File: config.mk
export PLATFORM = sky130hd
export DESIGN_NAME = poly_mult_seq_flat
export DESIGN_NICKNAME = d
export VERILOG_FILES = /design/src/rtl/poly_pkg.sv /design/src/rtl/poly_mult_seq_if.sv /design/src/rtl/poly_mac.sv /design/src/rtl/poly_mult_seq.sv /design/src/flat_wrapper.sv
export SDC_FILE = /design/constraint.sdc
export NUM_CORES = 1
export LEC_CHECK = 0
export BUFFER_PORTS_ARGS = -buffer_cell sky130_fd_sc_hd__buf_2
export CORE_UTILIZATION = 40
export CTS_BUF_LIST = sky130_fd_sc_hd__clkbuf_8
export CTS_CLUSTER_SIZE = 14
export DETAILED_ROUTE_END_ITERATION = 8
export PLACE_DENSITY_LB_ADDON = 0.12
export SETUP_SLACK_MARGIN = 0.05
export SLEW_MARGIN = 0
export SYNTH_ARGS = -nofsm -noshare
export SYNTH_HDL_FRONTEND = slang
export SYNTH_SLANG_ARGS = --single-unit
File: constraint.sdc
create_clock -name clk -period 7.9 [get_ports clk]
set_clock_uncertainty 0.15 [all_clocks]
set_input_delay 0.79 -clock clk [delete_from_list [all_inputs] [get_ports clk]]
set_output_delay 0.79 -clock clk [all_outputs]
set_load 0.02 [all_outputs]
File: src/rtl/poly_pkg.sv
// Shared definitions for the sequential negacyclic polynomial multiplier.
// Holds the default coefficient width/count, the controller state encoding
// and the counter-width helper constant.
package poly_pkg;

  localparam int W_DEF = 8;                // coefficient width, arithmetic mod 2^W
  localparam int N_DEF = 4;                // coefficients per polynomial (power of 2, >= 2)
  localparam int LOGN  = $clog2(N_DEF);    // i/j counter width at the default N

  typedef enum logic [1:0] {
    IDLE = 2'd0,
    CALC = 2'd1,
    DONE = 2'd2
  } state_t;

endpackage

File: src/rtl/poly_mult_seq_if.sv
// Operand/result handshake bundle for poly_mult_seq.
//   in_valid/in_ready   : operand transfer (a_flat, b_flat)
//   out_valid/out_ready : result transfer (c_flat)
// Coefficient k of each bus sits at [k*W +: W]; k=0 is the constant term.
// master = stimulus source / result consumer, slave = the multiplier.
interface poly_mult_seq_if
  import poly_pkg::*;
#(
  parameter int W = W_DEF,
  parameter int N = N_DEF
);

  logic           in_valid;
  logic           in_ready;
  logic [N*W-1:0] a_flat;
  logic [N*W-1:0] b_flat;
  logic           out_valid;
  logic           out_ready;
  logic [N*W-1:0] c_flat;

  modport master (
    output in_valid, a_flat, b_flat, out_ready,
    input  in_ready, out_valid, c_flat
  );

  modport slave (
    input  in_valid, a_flat, b_flat, out_ready,
    output in_ready, out_valid, c_flat
  );

endinterface

File: src/rtl/poly_mac.sv
// Combinational multiply-accumulate stage: acc_out = acc_in +/- a*b mod 2^W.
//   a, b    : coefficient operands
//   acc_in  : current accumulator value
//   negate  : 1 subtracts the product (negacyclic wrap term), 0 adds it
//   acc_out : updated accumulator value
module poly_mac
  import poly_pkg::*;
#(
  parameter int W = W_DEF
) (
  input  logic [W-1:0] a,
  input  logic [W-1:0] b,
  input  logic [W-1:0] acc_in,
  input  logic         negate,
  output logic [W-1:0] acc_out
);

  logic [W-1:0] prod;

  always_comb begin
    // Only the low W bits of the product matter, so the product is sized to W.
    prod    = a * b;
    acc_out = negate ? (acc_in - prod) : (acc_in + prod);
  end

endmodule

File: src/rtl/poly_mult_seq.sv
// Sequential multiplier computing C(x) = A(x)*B(x) mod (x^N + 1), coefficients
// mod 2^W, with one MAC per clock through a single poly_mac.
//   clk   : rising-edge clock
//   rst_n : asynchronous active-low reset
//   bus   : operand and result handshakes (poly_mult_seq_if.slave)
// Operands are latched on acceptance; N*N MAC edges later the result appears
// on c_flat with out_valid held until out_ready.
module poly_mult_seq
  import poly_pkg::*;
#(
  parameter int W = W_DEF,
  parameter int N = N_DEF
) (
  input  logic           clk,
  input  logic           rst_n,
  poly_mult_seq_if.slave bus
);

  localparam int            CW   = $clog2(N);
  localparam logic [CW-1:0] LAST = CW'(N - 1);

  state_t         state;
  logic [N*W-1:0] a_reg;
  logic [N*W-1:0] b_reg;
  logic [W-1:0]   acc [N];
  logic [CW-1:0]  i;
  logic [CW-1:0]  j;

  logic [CW:0]    idx_sum;
  logic [CW-1:0]  k;
  logic           negate;
  logic [W-1:0]   mac_a;
  logic [W-1:0]   mac_b;
  logic [W-1:0]   mac_acc;
  logic [W-1:0]   mac_out;
  logic [W-1:0]   acc_next [N];
  logic [N*W-1:0] acc_next_flat;

  // Target coefficient is (i+j) mod N; the carry out of the counter-width sum
  // flags i+j >= N, where x^N = -1 turns the add into a subtract.
  always_comb begin
    // NOTE: every combinational output is assigned on every path, so no latches.
    idx_sum = {1'b0, i} + {1'b0, j};
    k       = idx_sum[CW-1:0];
    negate  = idx_sum[CW];
    mac_a   = a_reg[i*W +: W];
    mac_b   = b_reg[j*W +: W];
    mac_acc = acc[k];
  end

  poly_mac #(.W(W)) u_mac (
    .a      (mac_a),
    .b      (mac_b),
    .acc_in (mac_acc),
    .negate (negate),
    .acc_out(mac_out)
  );

  // Accumulator bank after this edge's MAC; also feeds c_flat on the final
  // pair so the last product is not lost.
  always_comb begin
    for (int n = 0; n < N; n++) begin
      acc_next[n]                = (CW'(n) == k) ? mac_out : acc[n];
      acc_next_flat[n*W +: W]    = acc_next[n];
    end
  end

  always_ff @(posedge clk or negedge rst_n) begin
    if (!rst_n) begin
      // NOTE: the accumulator array is small and must read 0 out of reset, so
      // it is reset explicitly rather than treated as an uninitialised RAM.
      state         <= IDLE;
      bus.in_ready  <= 1'b1;
      bus.out_valid <= 1'b0;
      bus.c_flat    <= '0;
      a_reg         <= '0;
      b_reg         <= '0;
      i             <= '0;
      j             <= '0;
      for (int n = 0; n < N; n++) acc[n] <= '0;
    end else begin
      // NOTE: state updates use non-blocking assignments so every register
      // sees pre-edge values regardless of statement order.
      case (state)
        IDLE: begin
          if (bus.in_valid && bus.in_ready) begin
            a_reg        <= bus.a_flat;
            b_reg        <= bus.b_flat;
            i            <= '0;
            j            <= '0;
            for (int n = 0; n < N; n++) acc[n] <= '0;
            bus.in_ready <= 1'b0;
            state        <= CALC;
          end
        end

        CALC: begin
          for (int n = 0; n < N; n++) acc[n] <= acc_next[n];
          if (j == LAST) begin
            j <= '0;
            if (i == LAST) begin
              i             <= '0;
              bus.c_flat    <= acc_next_flat;
              bus.out_valid <= 1'b1;
              state         <= DONE;
            end else begin
              i <= i + 1'b1;
            end
          end else begin
            j <= j + 1'b1;
          end
        end

        DONE: begin
          if (bus.out_ready) begin
            bus.out_valid <= 1'b0;
            bus.in_ready  <= 1'b1;
            state         <= IDLE;
          end
        end

        default: begin
          bus.out_valid <= 1'b0;
          bus.in_ready  <= 1'b1;
          state         <= IDLE;
        end
      endcase
    end
  end

endmodule

File: src/flat_wrapper.sv
// flat-port wrapper written by rule: the top's interface ports become plain ports
module poly_mult_seq_flat import poly_pkg::*;
#(
  parameter int W = W_DEF,
  parameter int N = N_DEF
)
  (clk, rst_n, bus_in_valid, bus_a_flat, bus_b_flat, bus_out_ready, bus_in_ready, bus_out_valid, bus_c_flat);
  poly_mult_seq_if #(.W(W), .N(N)) bus_i ();
  input  logic clk;
  input  logic rst_n;
  input wire logic [$bits(bus_i.in_valid)-1:0] bus_in_valid;
  input wire logic [$bits(bus_i.a_flat)-1:0] bus_a_flat;
  input wire logic [$bits(bus_i.b_flat)-1:0] bus_b_flat;
  input wire logic [$bits(bus_i.out_ready)-1:0] bus_out_ready;
  output wire logic [$bits(bus_i.in_ready)-1:0] bus_in_ready;
  output wire logic [$bits(bus_i.out_valid)-1:0] bus_out_valid;
  output wire logic [$bits(bus_i.c_flat)-1:0] bus_c_flat;
  assign bus_i.in_valid = bus_in_valid;
  assign bus_i.a_flat = bus_a_flat;
  assign bus_i.b_flat = bus_b_flat;
  assign bus_i.out_ready = bus_out_ready;
  assign bus_in_ready = bus_i.in_ready;
  assign bus_out_valid = bus_i.out_valid;
  assign bus_c_flat = bus_i.c_flat;
  poly_mult_seq #(.W(W), .N(N)) u_core (.clk(clk), .rst_n(rst_n), .bus(bus_i));
endmodule
==> tab_implementation.tex, run 1 <==
\begin{tabular}{lr}
\hline
Metric & Value \\
\hline
\multicolumn{2}{l}{\textbf{Synthesis}} \\
\quad Number of enable flip-flop cells after synthesis & 0 \\
\quad Cell count after synthesis & 602 \\
\quad Number of nets produced by synthesis & 711 \\
\quad Ys async rst share & 100\% \\
\quad Count of distinct cell types in the synthesized netlist & 43 \\
\quad Cell taking the most area after synthesis & sky130\_fd\_sc\_hd\_\_dfrtp\_1 \\
\quad Post-synthesis average cell area & 12.1 um2 \\
\quad Synth top area cells & sky130\_fd\_sc\_hd\_\_dfrtp\_1 46\%, sky130\_fd\_sc\_hd\_\_mux2\_2 9.9\%, sky130\_fd\_sc\_hd\_\_mux4\_2 6.5\% \\
\quad Number of synthesized register bits & 136 \\
\quad Post-synth top cells & 135 x sky130\_fd\_sc\_hd\_\_dfrtp\_1, 68 x sky130\_fd\_sc\_hd\_\_nand2\_1, 64 x sky130\_fd\_sc\_hd\_\_mux2\_2 \\
\quad Most common cell in the netlist & sky130\_fd\_sc\_hd\_\_dfrtp\_1 \\
\quad Share of the synthesized area in the top cell type & 46.5\% \\
\quad Portion of the post-synthesis area used by sequential elements & 46.8\% \\
\quad Yosys synthesis warning count & 0 \\
\quad Dominant register cell in the synthesized netlist & sky130\_fd\_sc\_hd\_\_dfrtp\_1 \\
\quad Netlist area before placement & 7270 um2 \\
\multicolumn{2}{l}{\textbf{STA}} \\
\quad Measured slew at the worst slew-check pin & 1.11 ns \\
\quad Post-Route Setup TNS & 0 ns \\
\quad Remaining max-slew budget at the tightest pin & 25.5\% \\
\quad Final Setup Violations & 0 \\
\quad Final number of max-transition violations & 0 \\
\quad RSZ-0062 raised after global routing & no \\
\quad Final hold violation count & 0 \\
\quad Min Clock Period, post-route & 6.10 ns \\
\quad Fmax & 164 MHz \\
\quad Final period util & 77.2\% \\
\multicolumn{2}{l}{\textbf{Setup path}} \\
\quad Worst-path cell with the longest stage delay & sky130\_fd\_sc\_hd\_\_dfrtp\_1 \\
\quad CP Cell Sequence & mux4\_2 -> and2\_1 -> fa\_1 -> fa\_1 -> ha\_1 -> inv\_1 -> fa\_1 -> inv\_1 -> ha\_1 -> xor2\_1 -> nand2\_1 -> o21ai\_0 -> xor2\_1 -> ha\_1 -> xnor2\_1 -> mux2i\_1 -> o21ai\_0 \\
\quad Launch instance of the worst register-to-register path & u\_core.i[0] \\
\quad Capturing element of the worst setup path & u\_core.bus.c\_flat[22] \\
\quad Maximum net fanout on the critical path & 12 \\
\quad Path type of the worst setup path & flip-flop to flip-flop \\
\quad Critical Path Start & u\_core.i[0] \\
\quad Worst setup slack for register-to-register paths & 1.80 ns \\
\quad Critical Path End Type & flip-flop \\
\quad Logic depth of the worst register-to-register path & 17 \\
\quad FF-to-FF End & u\_core.bus.c\_flat[22] \\
\quad Data required time at the worst endpoint & 8.09 ns \\
\quad Slowest Stage Delay on Critical Path & 0.76 ns \\
\quad Data arrival time of the critical path & 6.29 ns \\
\quad Startpoint types & flip-flop \\
\multicolumn{2}{l}{\textbf{Clock tree}} \\
\quad Post-CTS Setup Inserts & 0 \\
\quad H-tree depth reported by CTS & 4 \\
\quad Count of hold-fix buffers inserted at cts & 0 \\
\quad Clock Latency Late Sink & 0.45 ns \\
\quad Clock tree from TritonCTS & built \\
\quad Inserted Clock Buffers & 17 \\
\quad Clock sink count & 136 \\
\quad Post-CTS Resized & 0 \\
\quad Largest buffer count on any clock path & 2 \\
\quad CTS clock-pin slew for the worst setup and hold paths & 0.08 ns \\
\quad Clock root cell & sky130\_fd\_sc\_hd\_\_clkbuf\_8 \\
\multicolumn{2}{l}{\textbf{GRT}} \\
\quad Antenna violations before repair & 0 \\
\quad GRT overflow & 0 \\
\quad Total routing resource utilization after global routing & 18.7\% \\
\quad Number of global-route vias before repair & 5,122 \\
\quad Largest net degree at the start of global routing & 82 \\
\quad First-pass GRT wire length & 26.3 mm \\
\multicolumn{2}{l}{\textbf{Detailed routing}} \\
\quad Detail-routed via count per cell & 5.21 \\
\quad Number of nets still failing antenna checks after routing & 0 \\
\quad 1st-iter DRT viols & 231 \\
\quad Vias & 4,866 \\
\quad Average wire length per cell after detail routing & 17.4 um \\
\quad DR DRC count & 0 \\
\quad Wire length after detailed routing & 16.3 mm \\
\quad First drt pass iteration count & 7 \\
\multicolumn{2}{l}{\textbf{Cells and area}} \\
\quad Nets & 805 \\
\quad Area grow syn2layout & 15.7\% \\
\quad Layout cell share with drive strength beyond 1 & 32.0\% \\
\quad Multi-input combinational cell area & 3640 um2 \\
\quad Storage element area & 3400 um2 \\
\quad N\_diodes & 0 \\
\quad Fill count & 1,592 \\
\multicolumn{2}{l}{\textbf{Die}} \\
\quad Die width & 137 um \\
\quad Initial standard-cell utilization of the core & 41.5\% \\
\quad Standard cell core area & 17,500 um2 \\
\quad Die outline height & 137 um \\
\quad Number of placement rows & 48 \\
\quad Die Area & 18,700 um2 \\
\quad Total I/O pin count & 102 \\
\multicolumn{2}{l}{\textbf{Job}} \\
\quad Maximum Capacitance Violations & 0 \\
\multicolumn{2}{l}{\textbf{Run status}} \\
\quad Outcome & finished, final reports clean \\
\multicolumn{2}{l}{\textbf{Place}} \\
\quad Detailed placer's ending HPWL & 12.1 mm \\
\quad Port buffer count & 101 \\
\quad Final RePlAce weighted congestion & 0.804 \\
\multicolumn{2}{l}{\textbf{Min path}} \\
\quad Type of the worst min-delay path & input port to async pin \\
\hline
\end{tabular}
## worst max-delay path, delay by kind of cell (launching register included)
family                   cells  cell delay [ns]
buffers and inverters        2             0.09
XOR/XNOR                     3             1.06
flip-flops                   1             0.76
multiplexers                 2             0.84
adder cells (fa/ha/maj)      6             2.38
AO/OA/AOI/OAI                2             0.39
AND/OR/NAND/NOR              2             0.31
## cells in the final DEF, fill, tap and decap left out, types with 21 or more instances in the layout
master	Yosys	layout
sky130_fd_sc_hd__inv_1	33	34
sky130_fd_sc_hd__nor2_1	24	24
sky130_fd_sc_hd__mux2_2	64	64
sky130_fd_sc_hd__mux4_2	21	21
sky130_fd_sc_hd__dfrtp_1	135	135
sky130_fd_sc_hd__nand2_1	68	68
sky130_fd_sc_hd__ha_1	27	27
sky130_fd_sc_hd__o21ai_0	39	39
sky130_fd_sc_hd__a22o_1	27	27
sky130_fd_sc_hd__mux2i_1	21	21
sky130_fd_sc_hd__buf_2	2	100
## cell families (layout without fill, tap and decap cells)
| group | Yosys count | after routing | synth area share [%] |
|---|---|---|---|
| simple gates | 128 | 128 | 7.97 |
| buf+inv | 61 | 168 | 3.39 |
| compound gates | 99 | 99 | 9.24 |
| mux | 109 | 109 | 20.4 |
| fa+ha+maj | 41 | 41 | 8.50 |
| xor+xnor | 28 | 28 | 3.67 |
| flops | 136 | 136 | 46.8 |
## area by class of cell
cell class	instances	area share, %
timing repair buffer	103	6.26
multi-input combinational	405	43.3
inverter	33	1.47
sequential	136	40.5
clock inverter	13	2.04
clock buffer	19	3.11
tap	225	3.35
## worst min path at each step
stage | startpoint | end | slack [ns] | cells past startpoint
6_report | rst_n | u_core.bus.c_flat[3] | 0.23 | 1
5_1_grt | rst_n | u_core.bus.c_flat[3] | 0.27 | 1
4_1_cts | rst_n | u_core.bus.c_flat[28] | 0.24 | 1
3_5_place_dp | u_core.bus.c_flat[12] | u_core.bus.c_flat[12] | 0.32 | 2
3_3_place_gp | u_core.bus.c_flat[3] | u_core.bus.c_flat[3] | 0.31 | 2
2_1_floorplan | u_core.acc[10] | u_core.acc[10] | 0.31 | 2
## routing by layer
| layer | track usage, % | vias up | share of wire, % |
|---|---|---|---|
| met5 | 0 | - | 0 |
| met4 | 6.47 | 0 | 1.8 |
| met3 | 5.15 | 22 | 4.9 |
| met2 | 29.8 | 124 | 48 |
| met1 | 24.6 | 2407 | 45 |
| li1 | - | 2313 | - |
## through the flow
step	utilization, %	area (um2)	cells	worst slack (ns)	hold slack (ns)
global placement	45.5	7980	902	1.94	0.308
finish	47.9	8410	934	1.80	0.231
CTS	47.9	8410	934	1.77	0.238
floorplan	-	7270	602	2.56	0.312
detailed placement	45.5	7980	902	1.78	0.317
global route	47.9	8410	934	1.39	0.272
Power of run 1 is left out: the tool's default activity adds up to more than one toggle a clock period on the data nets, which glitch-free logic cannot reach.
==> run 2: changes to the inputs <==
Clock period 7.9 ns to 5.2 ns, I/O delays scaled along.
==> run 2 against run 1 <==
  * Cell area up 7.4%
  * Highest routed layer unchanged
  * Sequential share of layout area is 2.7 points lower
  * Utilization grew 3.5 points
  * Sequential cell count stayed put
  * Critical path type unchanged
  * Hold slack lost 0.094 ns
  * Setup slack got worse by 1.8 ns
  * Largest cell class unchanged
  * Wire length grew 5.1%
==> tab_implementation.tex, run 2 (synthesis gave the netlist of run 1 again) <==
\begin{tabular}{lr}
\hline
Metric & Value \\
\hline
\multicolumn{2}{l}{\textbf{Setup path}} \\
\quad CP Cell Sequence & buf\_12 -> mux4\_2 -> and2\_4 -> fa\_2 -> fa\_1 -> ha\_1 -> inv\_1 -> fa\_1 -> inv\_2 -> ha\_4 -> a21o\_1 -> a21oi\_4 -> xnor2\_2 -> xnor3\_1 -> xnor2\_2 -> xnor2\_2 -> xnor2\_2 -> buf\_12 -> a221o\_1 (was mux4\_2 -> and2\_1 -> fa\_1 -> fa\_1 -> ha\_1 -> inv\_1 -> fa\_1 -> inv\_1 -> ha\_1 -> xor2\_1 -> nand2\_1 -> o21ai\_0 -> xor2\_1 -> ha\_1 -> xnor2\_1 -> mux2i\_1 -> o21ai\_0) \\
\quad Slowest Stage Delay on Critical Path & 0.55 ns (was 0.76 ns) \\
\quad Data required time at the worst endpoint & 5.38 ns (was 8.09 ns) \\
\quad Worst Path Buf+Inv & 4 (was 2) \\
\quad Worst setup slack for register-to-register paths & 0.01 ns (was 1.80 ns) \\
\quad Worst-path cell with the longest stage delay & sky130\_fd\_sc\_hd\_\_mux4\_2 (was sky130\_fd\_sc\_hd\_\_dfrtp\_1) \\
\quad Logic depth of the worst register-to-register path & 19 (was 17) \\
\quad Startpoint types & flip-flop (unchanged) \\
\quad Most numerous cell on the critical path & sky130\_fd\_sc\_hd\_\_xnor2\_2 \\
\quad Critical Path End Type & flip-flop (unchanged) \\
\quad Kind of cell adding the most delay to the critical path & adder cells (unchanged) \\
\quad Data arrival time of the critical path & 5.37 ns (was 6.29 ns) \\
\quad Path type of the worst setup path & flip-flop to flip-flop (unchanged) \\
\quad Maximum net fanout on the critical path & 8 (was 12) \\
\quad FF-to-FF End & u\_core.bus.c\_flat[7] (was u\_core.bus.c\_flat[22]) \\
\quad Launch instance of the worst register-to-register path & u\_core.j[0] (was u\_core.i[0]) \\
\multicolumn{2}{l}{\textbf{Cells and area}} \\
\quad Nets & 855 (was 805) \\
\quad N\_diodes & 0 (unchanged) \\
\quad Commonest cells after routing, fill and taps aside & 133 x sky130\_fd\_sc\_hd\_\_dfrtp\_1, 100 x sky130\_fd\_sc\_hd\_\_buf\_2, 65 x sky130\_fd\_sc\_hd\_\_nand2\_1, 64 x sky130\_fd\_sc\_hd\_\_mux2\_2 (was 135 x sky130\_fd\_sc\_hd\_\_dfrtp\_1, 100 x sky130\_fd\_sc\_hd\_\_buf\_2, 68 x sky130\_fd\_sc\_hd\_\_nand2\_1, 64 x sky130\_fd\_sc\_hd\_\_mux2\_2, 39 x sky130\_fd\_sc\_hd\_\_o21ai\_0) \\
\quad Multi-input combinational cell area & 3860 um2 (was 3640 um2) \\
\quad Layout cell share with drive strength beyond 1 & 42.2\% (was 32.0\%) \\
\quad Fill count & 1,560 (was 1,592) \\
\quad Storage element area & 3410 um2 (was 3400 um2) \\
\quad Most common library cell in the layout ignoring fill and taps & sky130\_fd\_sc\_hd\_\_dfrtp\_1 (unchanged) \\
\quad Final cell count without fillers & 983 (was 934) \\
\quad Area grow syn2layout & 24.2\% (was 15.7\%) \\
\multicolumn{2}{l}{\textbf{Min path}} \\
\quad Cell depth of the worst hold path & 2 \\
\quad Startpoint of the worst hold path & bus\_b\_flat[16] \\
\quad Type of the worst min-delay path & input port to flip-flop (was input port to async pin) \\
\quad Worst Hold Endpoint & u\_core.b\_reg[16] \\
\multicolumn{2}{l}{\textbf{Clock tree}} \\
\quad Clock root cell & sky130\_fd\_sc\_hd\_\_clkbuf\_8 (unchanged) \\
\quad Largest buffer count on any clock path & 2 (unchanged) \\
\quad Clock tree from TritonCTS & built (unchanged) \\
\quad Inserted Clock Buffers & 17 (unchanged) \\
\quad H-tree depth reported by CTS & 4 (unchanged) \\
\quad Clock Latency Late Sink & 0.46 ns (was 0.45 ns) \\
\quad Clock sink count & 136 (unchanged) \\
\quad CTS clock-pin slew for the worst setup and hold paths & 0.08 ns (about the same) \\
\multicolumn{2}{l}{\textbf{Detailed routing}} \\
\quad Vias & 5,097 (was 4,866) \\
\quad First drt pass iteration count & 4 (was 7) \\
\quad Average wire length per cell after detail routing & 17.4 um (about the same) \\
\quad DR DRC count & 0 (unchanged) \\
\quad 1st-iter DRT viols & 270 (was 231) \\
\quad Wire length after detailed routing & 17.1 mm (was 16.3 mm) \\
\quad Detail-routed via count per cell & 5.19 (was 5.21) \\
\quad Number of nets still failing antenna checks after routing & 0 (unchanged) \\
\multicolumn{2}{l}{\textbf{Place}} \\
\quad Final RePlAce weighted congestion & 0.838 (was 0.804) \\
\quad Detailed placer's ending HPWL & 12.6 mm (was 12.1 mm) \\
\quad Number of cells in the design after placement & 938 (was 902) \\
\quad Port buffer count & 101 (unchanged) \\
\multicolumn{2}{l}{\textbf{Die}} \\
\quad Initial standard-cell utilization of the core & 41.5\% (unchanged) \\
\quad Die outline height & 137 um (unchanged) \\
\quad Number of placement rows & 48 (unchanged) \\
\quad Total I/O pin count & 102 (unchanged) \\
\quad Die Area & 18,700 um2 (unchanged) \\
\quad Standard cell core area & 17,500 um2 (unchanged) \\
\quad Die width & 137 um (unchanged) \\
\multicolumn{2}{l}{\textbf{STA}} \\
\quad Measured slew at the worst slew-check pin & 1.12 ns (was 1.11 ns) \\
\quad Remaining max-slew budget at the tightest pin & 25.3\% (was 25.5\%) \\
\quad Fmax & 193 MHz (was 164 MHz) \\
\quad Final hold violation count & 0 (unchanged) \\
\quad Final number of max-transition violations & 0 (unchanged) \\
\quad Final Setup Violations & 0 (unchanged) \\
\quad Post-Route Setup TNS & 0 ns (unchanged) \\
\quad Final period util & 99.7\% (was 77.2\%) \\
\quad Min Clock Period, post-route & 5.19 ns (was 6.10 ns) \\
\quad RSZ-0062 raised after global routing & yes (was no) \\
\multicolumn{2}{l}{\textbf{GRT}} \\
\quad First-pass GRT wire length & 27.5 mm (was 26.3 mm) \\
\quad Largest net degree at the start of global routing & 81 (was 82) \\
\quad Number of global-route vias before repair & 5,268 (was 5,122) \\
\quad Total routing resource utilization after global routing & 19.5\% (was 18.7\%) \\
\quad Antenna violations before repair & 0 (unchanged) \\
\quad GRT overflow & 0 (unchanged) \\
\multicolumn{2}{l}{\textbf{Job}} \\
\quad Maximum Capacitance Violations & 0 (unchanged) \\
\multicolumn{2}{l}{\textbf{Run status}} \\
\quad Outcome & finished, final reports clean (unchanged) \\
\hline
\end{tabular}
run 2: what timing repair did:
item                                   4_1_cts  5_1_grt
endpoints found under the hold margin       61        0
setup buffers                               11        5
resized for setup                           26       37
pin swaps                                   29       26
hold buffers                                 1        0
setup endpoints to repair                   24       24
run 2: cell type report:
type | instances | share of cell area, %
clock buffers | 18 | 2.74
clock inverters | 13 | 1.46
inverters | 33 | 1.37
multi-input cells | 405 | 42.8
flip-flops and latches | 136 | 37.7
well taps | 225 | 3.12
repair buffers | 153 | 10.8
run 2: how the worst max path moves through the flow:
stage / to / slack (ns) / from / depth (start not counted)
floorplan: u_core.bus.c_flat[15] / 0.05 / u_core.i[0] / 18
finish: u_core.bus.c_flat[7] / 0.01 / u_core.j[0] / 19
CTS: u_core.bus.c_flat[7] / -0.001 / u_core.i[0] / 19
global route: u_core.bus.c_flat[7] / -0.15 / u_core.j[0] / 18
detailed placement: u_core.bus.c_flat[22] / -0.36 / u_core.i[0] / 17
global placement: u_core.bus.c_flat[31] / -0.25 / u_core.i[0] / 18
run 2: metrics by stage:
stage / hold WS [ns] / setup slack, ns / utilization, % / area, um2
after CTS: 0.112 / -0.00124 / 50.6 / 8870
after floorplan: 0.0744 / 0.0543 / - / 7300
after global routing: 0.124 / -0.146 / 51.5 / 9030
after detailed placement: 0.315 / -0.356 / 47.2 / 8270
after global placement: 0.307 / -0.247 / 47.2 / 8270
final: 0.136 / 0.0134 / 51.5 / 9030
run 2: layer usage:
metal,vias up,track usage (%),part of all wire [%]
met5,-,0,0
met2,122,30.0,47
met1,2542,27.3,47
li1,2411,-,-
met4,0,6.35,1.5
met3,22,4.41,4.3
Power of run 2 is left out for the same reason.
==> run 3: changes to the inputs <==
==> constraint.sdc (replaced) <==
create_clock -name clk -period 5.2 [get_ports clk]
set_clock_uncertainty 0.15 [all_clocks]
set_input_delay 1.04 -clock clk [delete_from_list [all_inputs] [get_ports clk]]
set_output_delay 1.04 -clock clk [all_outputs]
set_load 0.02 [all_outputs]
==> run 3 against run 2 <==
  * The run now ends with negative setup slack left
  * Hold slack better by 0.19 ns
  * Critical endpoint is now u_core.bus.c_flat[15]
  * Sequential cell count unchanged
  * Sequential share of layout area about the same
  * Fmax down 0.69%
  * Register-to-register slack worse by 0.04 ns
==> tab_implementation.tex, run 3 (synthesis gave the netlist of run 1 again) <==
\begin{tabular}{lr}
\hline
Metric & Value \\
\hline
\multicolumn{2}{l}{\textbf{GRT}} \\
\quad GRT overflow & 0 (unchanged) \\
\quad Largest net degree at the start of global routing & 107 (was 81) \\
\quad Total routing resource utilization after global routing & 19.4\% (was 19.5\%) \\
\quad Number of global-route vias before repair & 5,271 (was 5,268) \\
\quad First-pass GRT wire length & 27.2 mm (was 27.5 mm) \\
\quad Antenna violations before repair & 0 (unchanged) \\
\multicolumn{2}{l}{\textbf{STA}} \\
\quad Slack of the critical path & -0.0225 ns (was 0.0134 ns) \\
\quad Final number of max-transition violations & 0 (unchanged) \\
\quad Final Setup Violations & 1 (was 0) \\
\quad Measured slew at the worst slew-check pin & 1.08 ns (was 1.12 ns) \\
\quad Final hold violation count & 0 (unchanged) \\
\quad RSZ-0062 raised after global routing & yes (unchanged) \\
\quad Fmax & 191 MHz (was 193 MHz) \\
\quad Remaining max-slew budget at the tightest pin & 27.9\% (was 25.3\%) \\
\quad Final period util & 100\% (was 99.7\%) \\
\quad Min Clock Period, post-route & 5.22 ns (was 5.19 ns) \\
\multicolumn{2}{l}{\textbf{Cells and area}} \\
\quad Most common library cell in the layout ignoring fill and taps & sky130\_fd\_sc\_hd\_\_dfrtp\_1 (unchanged) \\
\quad Fill count & 1,609 (was 1,560) \\
\quad Layout cell share with drive strength beyond 1 & 41.7\% (was 42.2\%) \\
\quad Nets & 855 (unchanged) \\
\quad Area grow syn2layout & 24.3\% (was 24.2\%) \\
\quad Commonest cells after routing, fill and taps aside & 133 x sky130\_fd\_sc\_hd\_\_dfrtp\_1, 100 x sky130\_fd\_sc\_hd\_\_buf\_2, 64 x sky130\_fd\_sc\_hd\_\_nand2\_1, 64 x sky130\_fd\_sc\_hd\_\_mux2\_2, 38 x sky130\_fd\_sc\_hd\_\_buf\_4 (was 133 x sky130\_fd\_sc\_hd\_\_dfrtp\_1, 100 x sky130\_fd\_sc\_hd\_\_buf\_2, 65 x sky130\_fd\_sc\_hd\_\_nand2\_1, 64 x sky130\_fd\_sc\_hd\_\_mux2\_2) \\
\quad N\_diodes & 0 (unchanged) \\
\multicolumn{2}{l}{\textbf{Detailed routing}} \\
\quad Number of nets still failing antenna checks after routing & 0 (unchanged) \\
\quad 1st-iter DRT viols & 264 (was 270) \\
\quad Wire length after detailed routing & 17.0 mm (was 17.1 mm) \\
\quad First drt pass iteration count & 4 (unchanged) \\
\quad Detail-routed via count per cell & 5.16 (was 5.19) \\
\quad Average wire length per cell after detail routing & 17.3 um (was 17.4 um) \\
\quad Vias & 5,072 (was 5,097) \\
\quad DR DRC count & 0 (unchanged) \\
\multicolumn{2}{l}{\textbf{Setup path}} \\
\quad Critical Path End Type & flip-flop (unchanged) \\
\quad Kind of cell adding the most delay to the critical path & adder cells (unchanged) \\
\quad Data arrival time of the critical path & 5.40 ns (was 5.37 ns) \\
\quad Data required time at the worst endpoint & 5.38 ns (about the same) \\
\quad CP Cell Sequence & buf\_6 -> mux4\_2 -> and2\_4 -> fa\_2 -> fa\_1 -> ha\_1 -> inv\_2 -> fa\_1 -> inv\_2 -> ha\_4 -> xor2\_2 -> buf\_4 -> xnor2\_2 -> ha\_1 -> a21o\_1 -> a21oi\_4 -> xnor2\_4 -> a221o\_1 (was buf\_12 -> mux4\_2 -> and2\_4 -> fa\_2 -> fa\_1 -> ha\_1 -> inv\_1 -> fa\_1 -> inv\_2 -> ha\_4 -> a21o\_1 -> a21oi\_4 -> xnor2\_2 -> xnor3\_1 -> xnor2\_2 -> xnor2\_2 -> xnor2\_2 -> buf\_12 -> a221o\_1) \\
\quad Worst-path cell with the longest stage delay & sky130\_fd\_sc\_hd\_\_mux4\_2 (unchanged) \\
\quad Path type of the worst setup path & flip-flop to flip-flop (unchanged) \\
\quad Slowest Stage Delay on Critical Path & 0.55 ns (about the same) \\
\quad Startpoint types & flip-flop (unchanged) \\
\quad Maximum net fanout on the critical path & 8 (unchanged) \\
\quad Worst Path Buf+Inv & 4 (unchanged) \\
\multicolumn{2}{l}{\textbf{Die}} \\
\quad Die width & 137 um (unchanged) \\
\quad Number of placement rows & 48 (unchanged) \\
\quad Initial standard-cell utilization of the core & 41.5\% (unchanged) \\
\quad Total I/O pin count & 102 (unchanged) \\
\quad Standard cell core area & 17,500 um2 (unchanged) \\
\quad Die outline height & 137 um (unchanged) \\
\quad Die Area & 18,700 um2 (unchanged) \\
\multicolumn{2}{l}{\textbf{Place}} \\
\quad Setup WS pre-CTS & -0.369 ns (was -0.356 ns) \\
\quad Port buffer count & 101 (unchanged) \\
\quad Final RePlAce weighted congestion & 0.829 (was 0.838) \\
\quad Detailed placer's ending HPWL & 12.7 mm (was 12.6 mm) \\
\multicolumn{2}{l}{\textbf{Clock tree}} \\
\quad Inserted Clock Buffers & 17 (unchanged) \\
\quad Clock root cell & sky130\_fd\_sc\_hd\_\_clkbuf\_8 (unchanged) \\
\quad CTS clock-pin slew for the worst setup and hold paths & 0.08 ns (about the same) \\
\quad Largest buffer count on any clock path & 2 (unchanged) \\
\quad Clock sink count & 136 (unchanged) \\
\quad Clock tree from TritonCTS & built (unchanged) \\
\quad H-tree depth reported by CTS & 4 (unchanged) \\
\quad Clock Latency Late Sink & 0.45 ns (was 0.46 ns) \\
\multicolumn{2}{l}{\textbf{Run status}} \\
\quad Outcome & finished, violations left (was finished, final reports clean) \\
\quad Violations in the final reports & negative setup slack \\
\multicolumn{2}{l}{\textbf{Job}} \\
\quad Maximum Capacitance Violations & 0 (unchanged) \\
\multicolumn{2}{l}{\textbf{Min path}} \\
\quad Type of the worst min-delay path & flip-flop to flip-flop (was input port to flip-flop) \\
\hline
\end{tabular}
## run 3: cell count changes in the layout (fill, tap and decap cells not counted), sizes merged
cell,previous run,this run
clkinv,4,3
bufinv,2,3
buf,152,153
clkbuf,18,19
inv,37,36
dlygate4sd3,1,0
## run 3: worst min-delay path, delay by kind of cell, from the launching register on
kind | cells | cell delay, ns
AND/OR/NAND/NOR | 1 | 0.04
flip-flops | 1 | 0.34
AO/OA/AOI/OAI | 1 | 0.06
## run 3: metal layers
layer | vias to the layer above | share of wire [%] | GRT usage (%) | wire, um
li1 | 2401 | - | - | -
met1 | 2554 | 47 | 26.2 | 7970
met2 | 100 | 47 | 30.6 | 8050
met3 | 17 | 4.5 | 5.59 | 774
met4 | 0 | 1.4 | 5.49 | 230
met5 | - | 0 | 0 | 0
## run 3: metrics by stage
step	utilization [%]	cells	hold WS [ns]	area, um2	TNS [ns]
2_1_floorplan	-	602	0.312	7300	0
3_3_place_gp	47.2	939	0.306	8280	-2.94
3_5_place_dp	47.2	939	0.315	8280	-4.47
4_1_cts	50.4	975	0.334	8830	0
5_1_grt	51.5	983	0.353	9040	-1.20
6_report	51.5	983	0.326	9040	-0.0225
## run 3: what timing repair did
item	4_1_cts	5_1_grt
setup buffers	5	9
pin swaps	23	20
hold buffers	0	0
hold endpoints to repair	0	0
gates resized for setup	23	36
setup endpoints to repair	24	24
## run 3: final timing paths
| check | from | end | slack (ns) | cells past startpoint |
|---|---|---|---|---|
| worst min-delay path | u_core.bus.c_flat[12] | u_core.bus.c_flat[12] | 0.33 | 2 |
| min in group asynchronous | rst_n | u_core.bus.c_flat[4] | 0.55 | 1 |
| worst max-delay path | u_core.i[0] | u_core.bus.c_flat[15] | -0.02 | 18 |
| worst min register to register | u_core.bus.c_flat[12] | u_core.bus.c_flat[12] | 0.33 | 2 |
| max in group asynchronous | rst_n | u_core.b_reg[28] | 3.37 | 2 |
| worst max register to register | u_core.i[0] | u_core.bus.c_flat[15] | -0.02 | 18 |
## run 3: cell type report
type	count	area (um2)	share of cell area, %
flip-flops and latches	136	3410	37.7
clock buffers	19	262	2.89
well taps	225	282	3.12
clock inverters	12	151	1.68
inverters	33	124	1.37
repair buffers	153	955	10.6
multi-input cells	405	3860	42.7
Power of run 3 is left out for the same reason.
